`src/rtl/cpu_seq.sv`:
```
// Microcoded control sequencer for the 8-bit bus CPU.
// Fetch in T0-T1, opcode-driven execute in T2-T4, sole owner of bus strobes.
module cpu_seq #(
    parameter int EARLY_END = 1,
    parameter int NSTEPS    = 5
) (
    input  logic       clk,
    input  logic       rst_n,
    input  logic       run,
    input  logic [3:0] opcode,
    input  logic       flag_c,
    input  logic       flag_z,
    output logic       pc_out,
    output logic       pc_en,
    output logic       pc_jmp,
    output logic       mar_in,
    output logic       ram_out,
    output logic       ram_in,
    output logic       ir_in,
    output logic       ir_out,
    output logic       a_in,
    output logic       a_out,
    output logic       b_in,
    output logic       alu_out,
    output logic       alu_sub,
    output logic       flag_in,
    output logic       out_in,
    output logic       halted,
    output logic [2:0] step
);

    localparam logic [3:0] OP_NOP = 4'h0;
    localparam logic [3:0] OP_LDA = 4'h1;
    localparam logic [3:0] OP_ADD = 4'h2;
    localparam logic [3:0] OP_SUB = 4'h3;
    localparam logic [3:0] OP_STA = 4'h4;
    localparam logic [3:0] OP_LDI = 4'h5;
    localparam logic [3:0] OP_JMP = 4'h6;
    localparam logic [3:0] OP_JC  = 4'h7;
    localparam logic [3:0] OP_JZ  = 4'h8;
    localparam logic [3:0] OP_OUT = 4'he;
    localparam logic [3:0] OP_HLT = 4'hf;

    localparam logic [2:0] T0 = 3'd0;
    localparam logic [2:0] T1 = 3'd1;
    localparam logic [2:0] T2 = 3'd2;
    localparam logic [2:0] T3 = 3'd3;
    localparam logic [2:0] T4 = 3'd4;

    localparam logic [2:0] T_LAST = 3'(NSTEPS - 1);

    logic       active;
    logic       halt_now;
    logic [2:0] last_step;
    logic [2:0] step_nxt;

    assign active   = run & ~halted;
    assign halt_now = (step == T2) && (opcode == OP_HLT);

    always_comb begin
        last_step = T2;
        unique case (opcode)
            OP_LDA, OP_STA: last_step = T3;
            OP_ADD, OP_SUB: last_step = T4;
            default:        last_step = T2;
        endcase
    end

    // last_step is never below T2, so fetch steps never end early
    always_comb begin
        step_nxt = step + 3'd1;
        if (EARLY_END != 0 && step == last_step)
            step_nxt = T0;
        else if (step >= T_LAST)
            step_nxt = T0;
    end

    always_ff @(posedge clk or negedge rst_n) begin
        if (!rst_n) begin
            step   <= T0;
            halted <= 1'b0;
        end else if (active) begin
            if (halt_now)
                halted <= 1'b1;
            else
                step <= step_nxt;
        end
    end

    always_comb begin
        pc_out  = 1'b0;
        pc_en   = 1'b0;
        pc_jmp  = 1'b0;
        mar_in  = 1'b0;
        ram_out = 1'b0;
        ram_in  = 1'b0;
        ir_in   = 1'b0;
        ir_out  = 1'b0;
        a_in    = 1'b0;
        a_out   = 1'b0;
        b_in    = 1'b0;
        alu_out = 1'b0;
        alu_sub = 1'b0;
        flag_in = 1'b0;
        out_in  = 1'b0;
        if (active) begin
            unique case (step)
                T0: begin
                    pc_out = 1'b1;
                    mar_in = 1'b1;
                end
                T1: begin
                    ram_out = 1'b1;
                    ir_in   = 1'b1;
                    pc_en   = 1'b1;
                end
                T2: begin
                    unique case (opcode)
                        OP_LDA, OP_ADD, OP_SUB, OP_STA: begin
                            ir_out = 1'b1;
                            mar_in = 1'b1;
                        end
                        OP_LDI: begin
                            ir_out = 1'b1;
                            a_in   = 1'b1;
                        end
                        OP_JMP: begin
                            ir_out = 1'b1;
                            pc_jmp = 1'b1;
                        end
                        OP_JC: begin
                            ir_out = flag_c;
                            pc_jmp = flag_c;
                        end
                        OP_JZ: begin
                            ir_out = flag_z;
                            pc_jmp = flag_z;
                        end
                        OP_OUT: begin
                            a_out  = 1'b1;
                            out_in = 1'b1;
                        end
                        default: ;
                    endcase
                end
                T3: begin
                    unique case (opcode)
                        OP_LDA: begin
                            ram_out = 1'b1;
                            a_in    = 1'b1;
                        end
                        OP_ADD, OP_SUB: begin
                            ram_out = 1'b1;
                            b_in    = 1'b1;
                            alu_sub = (opcode == OP_SUB);
                        end
                        OP_STA: begin
                            a_out  = 1'b1;
                            ram_in = 1'b1;
                        end
                        default: ;
                    endcase
                end
                T4: begin
                    if (opcode == OP_ADD || opcode == OP_SUB) begin
                        alu_out = 1'b1;
                        a_in    = 1'b1;
                        flag_in = 1'b1;
                        alu_sub = (opcode == OP_SUB);
                    end
                end
                default: ;
            endcase
        end
    end

    logic unused_nop;
    assign unused_nop = (opcode == OP_NOP);

endmodule

```
`config.mk`:
```
export PLATFORM = sky130hd
export DESIGN_NAME = cpu_seq
export DESIGN_NICKNAME = d
export VERILOG_FILES = /design/src/rtl/cpu_seq.sv
export SDC_FILE = /design/constraint.sdc
export NUM_CORES = 1
export LEC_CHECK = 0
export CAP_MARGIN = 20
export CORE_MARGIN = 3
export CORE_UTILIZATION = 45
export CTS_BUF_LIST = sky130_fd_sc_hd__clkbuf_4
export CTS_CLUSTER_SIZE = 12
export DETAILED_ROUTE_END_ITERATION = 10
export HOLD_SLACK_MARGIN = 0.12
export PLACE_DENSITY = 0.86
export SETUP_SLACK_MARGIN = 0.5
export SYNTH_ARGS = -nofsm -noshare
export SYNTH_HDL_FRONTEND = slang
export SYNTH_SLANG_ARGS = --single-unit
```
`constraint.sdc`:
```
create_clock -name clk -period 3.43 [get_ports clk]
set_clock_uncertainty 0.05 [all_clocks]
set_input_delay 0.686 -clock clk [delete_from_list [all_inputs] [get_ports clk]]
set_output_delay 0.686 -clock clk [all_outputs]
set_load 0.005 [all_outputs]
```
==> summary.txt, run 1 <==
most common cell after layout, fill and taps aside - clkdlybuf4s50_1
CTS tree - yes
worst relative slew slack - 61.3%
All-Layer GR Usage - 21.2%
max-cap violation count - 0
Final Hold Fails - 0
RSZ-0062 raised after global routing - no
fin nets - 127
antenna viol nets, final - 0
root buffer cell - clkbuf_4
vias in the first global route - 672
Final Wtd Congestion - 0.750
top post-synthesis cells by area - dfrtp_1 16%, ha_1 10%, nor2_1 6.7%, nand2_1 5.5%, buf_4 4.8%
WL/cell - 15.0 um
htree depth - 1
Worst-path clk slew - 0.05 ns
FF+latch area - 101 um^2
Arr. time, crit path - 2.24 ns
initial DRC count - 14
Fill cells - 78
crit path from - flag_c
Yosys Warn Count - 0
Hold-fix buffers, CTS - 0
Tmin final - 2.98 ns
vias per cell - 5.60
HP Class - flip-flop to flip-flop
power density over the cells - 502 nW/um^2
Clock Path Buffers - 2
Initial Util - 51.6%
FF-to-FF setup slack - 1.69 ns
Worst Hold Launch - halted$_DFFE_PN0P_
Top Ports - 28
area leader, netlist - dfrtp_1
Synthesized Nets - 95
post-synth cell types - 37
status - finished, final reports clean
CP Class - input pin to output pin
CP required - 2.69 ns
Crit-path slowest cell - a2111oi_0
CP Capture Type - output pin
1st-pass router iterations - 4
ant diodes - 0
final WL - 1870 um
Pins Over Slew Limit - 0
first-pass GRT wire length - 2980 um
worst flop-to-flop path startpoint - step[0]$_DFFE_PN0P_
antenna violations before repair - 0
Seq cells post-synth - 4
# DRC - 0
reg2reg path depth - 6
HPWL after DPL - 1300 um
Die Width - 43.1 um
pre-CTS setup slack - 0.0644 ns
Synth-to-Final Area Change - 55.2%
die height - 43.1 um
number of core rows - 12
Post-Synthesis Cells - 81
delay-heaviest family, CP - buffers and inverters
Final Cell Area - 961 um^2
peak supply drop - 429 uV
Post-Syn Area per Cell - 7.65 um^2
total gr overflow - 0
share of the cycle needed by the critical path after routing - 86.9%
Die ar. - 1860 um^2
most frequent cells in the layout - 17 x clkdlybuf4s50_1, 10 x nor2_1, 9 x nand2_1, 6 x buf_4, 5 x inv_1
core region area - 1200 um^2
Overall Power - 482 uW
CTS buffer count - 3
clk sink count - 4
number of I/O port buffers - 27
detailed-route via count - 700
Final WS setup - 0.451 ns
top cell type's share of synthesized area - 16.2%
CP cell instances - clkdlybuf4s50_1 > nor2_1 > o21a_1 > a2111oi_0 > dlygate4sd2_1
final core occ - 80.0%
post-route setup TNS - 0 ns
static leakage - 0.437 nW
area occupied by multi-input gates - 484 um^2
Worst path max stage delay - 0.55 ns
CP Launch Type - input pin
DP Area - 880 um^2
worst skew pair latency - 0.25 ns
largest net degree at the start of global routing - 13
hold depth - 1
FF-to-FF End - step[0]$_DFFE_PN0P_
layout cells sized above 1 - 27.0%
worst-margin pin slew - 0.566 ns
post-synthesis sequential area ratio - 16.2%
Worst Path Buf+Inv - 2
mapped cell area - 619 um^2
Setup-failing EPs final - 0
Peak Freq - 336 MHz
WHS Endpoint - halted$_DFFE_PN0P_
CP max FO - 2
## per-stage QoR
| stage | instances | hold WS [ns] |
|---|---|---|
| after CTS | 122 | 0.499 |
| final | 125 | 0.511 |
| after global routing | 125 | 0.538 |
| after floorplan | 81 | 0.340 |
| after detailed placement | 119 | 0.474 |
| after global placement | 119 | 0.438 |
## logic make-up (layout without fill, tap and decap cells)
logic type               after synthesis  after routing  synth area share [%]
AND/OR/NAND/NOR                       40             40                  38.0
buffers and inverters                 13             43                  12.9
XOR/XNOR                               1              1                  1.41
multiplexers                           1              1                  1.82
flip-flops                             4              4                  16.2
adder cells (fa/ha/maj)                5              5                  10.1
AO/OA/AOI/OAI                         17             17                  19.6
## report_power, final
group	total [mW]	switching [mW]	internal [mW]
Combinational	0.307	0.137	0.170
Sequential	0.107	0.0394	0.0680
Clock	0.0677	0.0280	0.0397
Total	0.482	0.205	0.278
## state kept, by name (all words and copies together), names as in the netlist
register  count
halted        1
step          3
## repair_timing
action | CTS | global route
gates resized for setup | 22 | 8
buffers inserted | 0 | 3
setup endpoints to repair | 15 | 5
pin swaps | 1 | 0
## Yosys cell counts
cell type / count
nor3b_1: 2
nor3_1: 2
or4_4: 1
inv_1: 5
and3_1: 2
a21oi_1: 4
a2111oi_0: 1
nand3_1: 1
inv_2: 1
o21a_1: 2
nand2_1: 9
nor4_2: 1
mux2_2: 1
buf_6: 2
buf_2: 1
nor3_2: 1
or3_1: 1
xor2_1: 1
nor2b_1: 1
ha_1: 5
nor2_1: 11
nand2b_1: 1
o41ai_1: 2
a41o_2: 1
dfrtp_1: 4
nand4bb_1: 1
or2_1: 1
nor3b_2: 2
o21bai_1: 1
buf_4: 4
a21o_1: 1
and2b_4: 1
a31oi_1: 1
a21oi_2: 1
o21ai_1: 2
a31o_1: 1
nor4_1: 2
## layout make-up
cell class,instances,share of cell area (%)
multi-input combinational,64,50.4
timing repair buffer,34,32.6
sequential,4,10.5
clock buffer,3,2.34
inverter,6,2.34
tap,14,1.82
## worst reg2reg max path: stages, from the launching register on
cell	delay, ns
dfrtp_2	0.43
inv_1	0.10
ha_2	0.22
and2b_4	0.18
a31o_1	0.26
or3_1	0.31
o21ai_1	0.11
## worst max-delay path by stage
stage	end	cells after the start
3_3_place_gp	alu_sub	5
3_5_place_dp	alu_sub	5
2_1_floorplan	flag_in	4
4_1_cts	alu_sub	4
5_1_grt	ir_out	5
6_report	ir_out	5
## layer usage
layer	vias to the layer above	GRT usage [%]	wire, um
met5	-	0	0
met4	0	12.0	46
met3	6	5.93	147
met2	34	33.6	916
met1	312	25.1	760
li1	348	-	-
Power figures use the tool's default switching activity.
==> run 2: changes to the inputs <==
Settings changed: GPL_ROUTABILITY_DRIVEN from default to 0.
==> results of run 2 <==
Same layout as run 1: the final DEF is identical, and so are final timing and power.
==> edit: new RTL, flow settings as in run 2 <==
Register the inputs `run`, `opcode`, `flag_c` and `flag_z` before use, without a reset. The logic sees them one clock later.
--- a/src/rtl/cpu_seq.sv
+++ b/src/rtl/cpu_seq.sv
@@ -51,2 +51,14 @@
 
+    logic run_q;
+    logic [3:0] opcode_q;
+    logic flag_c_q;
+    logic flag_z_q;
+
+    always_ff @(posedge clk) begin
+        run_q    <= run;
+        opcode_q <= opcode;
+        flag_c_q <= flag_c;
+        flag_z_q <= flag_z;
+    end
+
     logic       active;
@@ -56,4 +68,4 @@
 
-    assign active   = run & ~halted;
-    assign halt_now = (step == T2) && (opcode == OP_HLT);
+    assign active   = run_q & ~halted;
+    assign halt_now = (step == T2) && (opcode_q == OP_HLT);
 
@@ -61,3 +73,3 @@
         last_step = T2;
-        unique case (opcode)
+        unique case (opcode_q)
             OP_LDA, OP_STA: last_step = T3;
@@ -117,3 +129,3 @@
                 T2: begin
-                    unique case (opcode)
+                    unique case (opcode_q)
                         OP_LDA, OP_ADD, OP_SUB, OP_STA: begin
@@ -131,8 +143,8 @@
                         OP_JC: begin
-                            ir_out = flag_c;
-                            pc_jmp = flag_c;
+                            ir_out = flag_c_q;
+                            pc_jmp = flag_c_q;
                         end
                         OP_JZ: begin
-                            ir_out = flag_z;
-                            pc_jmp = flag_z;
+                            ir_out = flag_z_q;
+                            pc_jmp = flag_z_q;
                         end
@@ -146,3 +158,3 @@
                 T3: begin
-                    unique case (opcode)
+                    unique case (opcode_q)
                         OP_LDA: begin
@@ -154,3 +166,3 @@
                             b_in    = 1'b1;
-                            alu_sub = (opcode == OP_SUB);
+                            alu_sub = (opcode_q == OP_SUB);
                         end
@@ -164,3 +176,3 @@
                 T4: begin
-                    if (opcode == OP_ADD || opcode == OP_SUB) begin
+                    if (opcode_q == OP_ADD || opcode_q == OP_SUB) begin
                         alu_out = 1'b1;
@@ -168,3 +180,3 @@
                         flag_in = 1'b1;
-                        alu_sub = (opcode == OP_SUB);
+                        alu_sub = (opcode_q == OP_SUB);
                     end
@@ -177,3 +189,3 @@
     logic unused_nop;
-    assign unused_nop = (opcode == OP_NOP);
+    assign unused_nop = (opcode_q == OP_NOP);
 
Check against the original RTL: not equivalent (a bounded check fails within 4 cycles, from zero or initial values and one cycle with rst_n low).
==> edit against run 2 <==
- first-iteration DRC count grew 7.1%
- setup slack gained 190 ps
- final area grew 15%
- total power grew 23%
- sequential cell count grew 7
- synthesized area grew 23%
- global-route usage shrank 3.6 points
- cell count grew 10%
- routed wire length shrank 0.16%
==> edit: results (changes against run 2) <==
{| class="wikitable"
! Metric !! Value
|-
| Worst path slowest cell || sky130_fd_sc_hd__clkdlybuf4s50_1 (was sky130_fd_sc_hd__a2111oi_0)
|-
| Delay of the slowest critical-path stage || 530 ps (was 550 ps)
|-
| Setup slack at placement || 648 ps (was 64.4 ps)
|-
| Maximum number of pins on one net before global-route repair || 16 (was 13)
|-
| Fraction of layout cells with a size suffix above 1 || 0.172 (was 0.270)
|-
| Sw Ratio || 0.363 (was 0.425)
|-
| Maximum ir drop on the vdd rail || 0.000365 V (was 0.000429 V)
|-
| Run status || complete, no violations (unchanged)
|-
| Most area-consuming cells after synthesis || sky130_fd_sc_hd__dfxtp_1 (18%), sky130_fd_sc_hd__dfrtp_1 (13%), sky130_fd_sc_hd__ha_1 (8.2%), sky130_fd_sc_hd__nor2_1 (4.9%), sky130_fd_sc_hd__nand2_1 (3.9%) (was sky130_fd_sc_hd__dfrtp_1 (16%), sky130_fd_sc_hd__ha_1 (10%), sky130_fd_sc_hd__nor2_1 (6.7%), sky130_fd_sc_hd__nand2_1 (5.5%), sky130_fd_sc_hd__buf_4 (4.8%))
|-
| Relative slew slack || 0.722 (was 0.613)
|-
| Total routing resource utilization after global routing || 0.176 (was 0.212)
|-
| Proportion of synthesized chip area in sequential cells || 0.315 (was 0.162)
|-
| Met2 track utilization from global routing || 0.301 (was 0.336)
|-
| Number of distinct standard cells referenced by the synthesized netlist || 35 (was 37)
|-
| Via count of the first global-routing pass || 627 (was 672)
|-
| Commonest register cell after synthesis || sky130_fd_sc_hd__dfxtp_1 (was sky130_fd_sc_hd__dfrtp_1)
|-
| HPWL after detailed placement || 1.31 mm (was 1.30 mm)
|-
| Leakage || 0.000485 µW (was 0.000437 µW)
|-
| Cell count after placement || 128 (was 119)
|-
| Worst-path fanout max || 5 (was 2)
|-
| Share of synthesized flip-flops with an asynchronous set or reset || 0.364 (was 1.00)
|-
| Number of violations reported at the end of detailed-routing iteration 0 || 15 (was 14)
|-
| Wire length of the first global-routing pass || 2.83 mm (was 2.98 mm)
|-
| Cell count after synthesis || 92 (was 81)
|-
| Vias after detailed routing || 771 (was 700)
|-
| Global-route met3 utilization || 0.0192 (was 0.0593)
|-
| Largest registers || opcode_q (4), step (3) (was step (3), halted (1))
|-
| Fraction of met1 tracks used by global routing || 0.226 (was 0.251)
|-
| Total placed instance area || 0.00101 mm² (was 880 µm²)
|-
| Routed length per placed instance || 13.5 µm (was 15.0 µm)
|}
edit: cell count changes in the layout (fill, tap and decap cells not counted), sizes merged, moves of 3 or more:
| cell | change |
|---|---|
| a21oi | -3 |
| buf | -3 |
| nand2b | +3 |
| dlygate4sd2 | -4 |
| dfxtp | +7 |
| clkdlybuf4s50 | +8 |
edit: layer usage:
metal  vias up  part of all wire
met5         -                 0
met4         0            0.0080
met3         2             0.052
met2        26              0.51
met1       350              0.43
li1        393                 -
edit: area by class of cell:
| cell class | count | area, µm² |
|---|---|---|
| Tap cell | 16 | 20.0 |
| Multi-Input combinational cell | 69 | 474 |
| Clock buffer | 4 | 30.0 |
| Sequential cell | 11 | 245 |
| Inverter | 5 | 18.8 |
| Timing Repair Buffer | 33 | 320 |
| Fill cell | 121 | 433 |
edit: path summary, 6_finish.rpt:
path	startpoint	end	slack, ps	cells after the start
worst max register to register	step[1]$_DFFE_PN0P_	step[0]$_DFFE_PN0P_	1540	7
max in group asynchronous	rst_n	step[2]$_DFFE_PN0P_	2590	1
min in group asynchronous	rst_n	step[1]$_DFFE_PN0P_	570	1
worst min-delay path	halted$_DFFE_PN0P_	halted$_DFFE_PN0P_	490	1
worst min register to register	halted$_DFFE_PN0P_	halted$_DFFE_PN0P_	490	1
worst max-delay path	step[1]$_DFFE_PN0P_	alu_sub	640	6
edit: cell families (layout without fill, tap and decap cells):
kind of cell               Yosys count  after routing  synth area share
and+or+nand+nor                     46             46             0.343
buffers and inverters               12             42            0.0788
muxes                                2              2            0.0263
DFF                                 11             11             0.315
AOI/OAI and AO/OA                   16             16             0.154
adders and majority gates            5              5            0.0821
edit: what timing repair did:
| item | 4_1_cts | 5_1_grt |
|---|---|---|
| resized for setup | 4 | 6 |
| cloned | 0 | 0 |
| setup buffers | 0 | 6 |
| endpoints found under the setup margin | 5 | 5 |
| hold buffers | 0 | 0 |
| pin swaps | 0 | 1 |
edit: through the flow:
| step | total power (µW) | hold WS [ps] | util |
|---|---|---|---|
| 3_3_place_gp | 445 | 464 | 0.656 |
| 5_1_grt | 648 | 528 | 0.719 |
| 3_5_place_dp | 451 | 464 | 0.656 |
| 4_1_cts | 550 | 502 | 0.679 |
| 2_1_floorplan | 340 | 340 | - |
| 6_report | 594 | 490 | 0.719 |
edit: power groups by stage:
stage / clock network, µW / logic [µW] / registers [µW]
finish: 91.3 / 313 / 190
global route: 103 / 351 / 195
CTS: 95.3 / 260 / 195
detailed placement: 0 / 257 / 194
global placement: 0 / 252 / 193
floorplan: 0 / 162 / 179
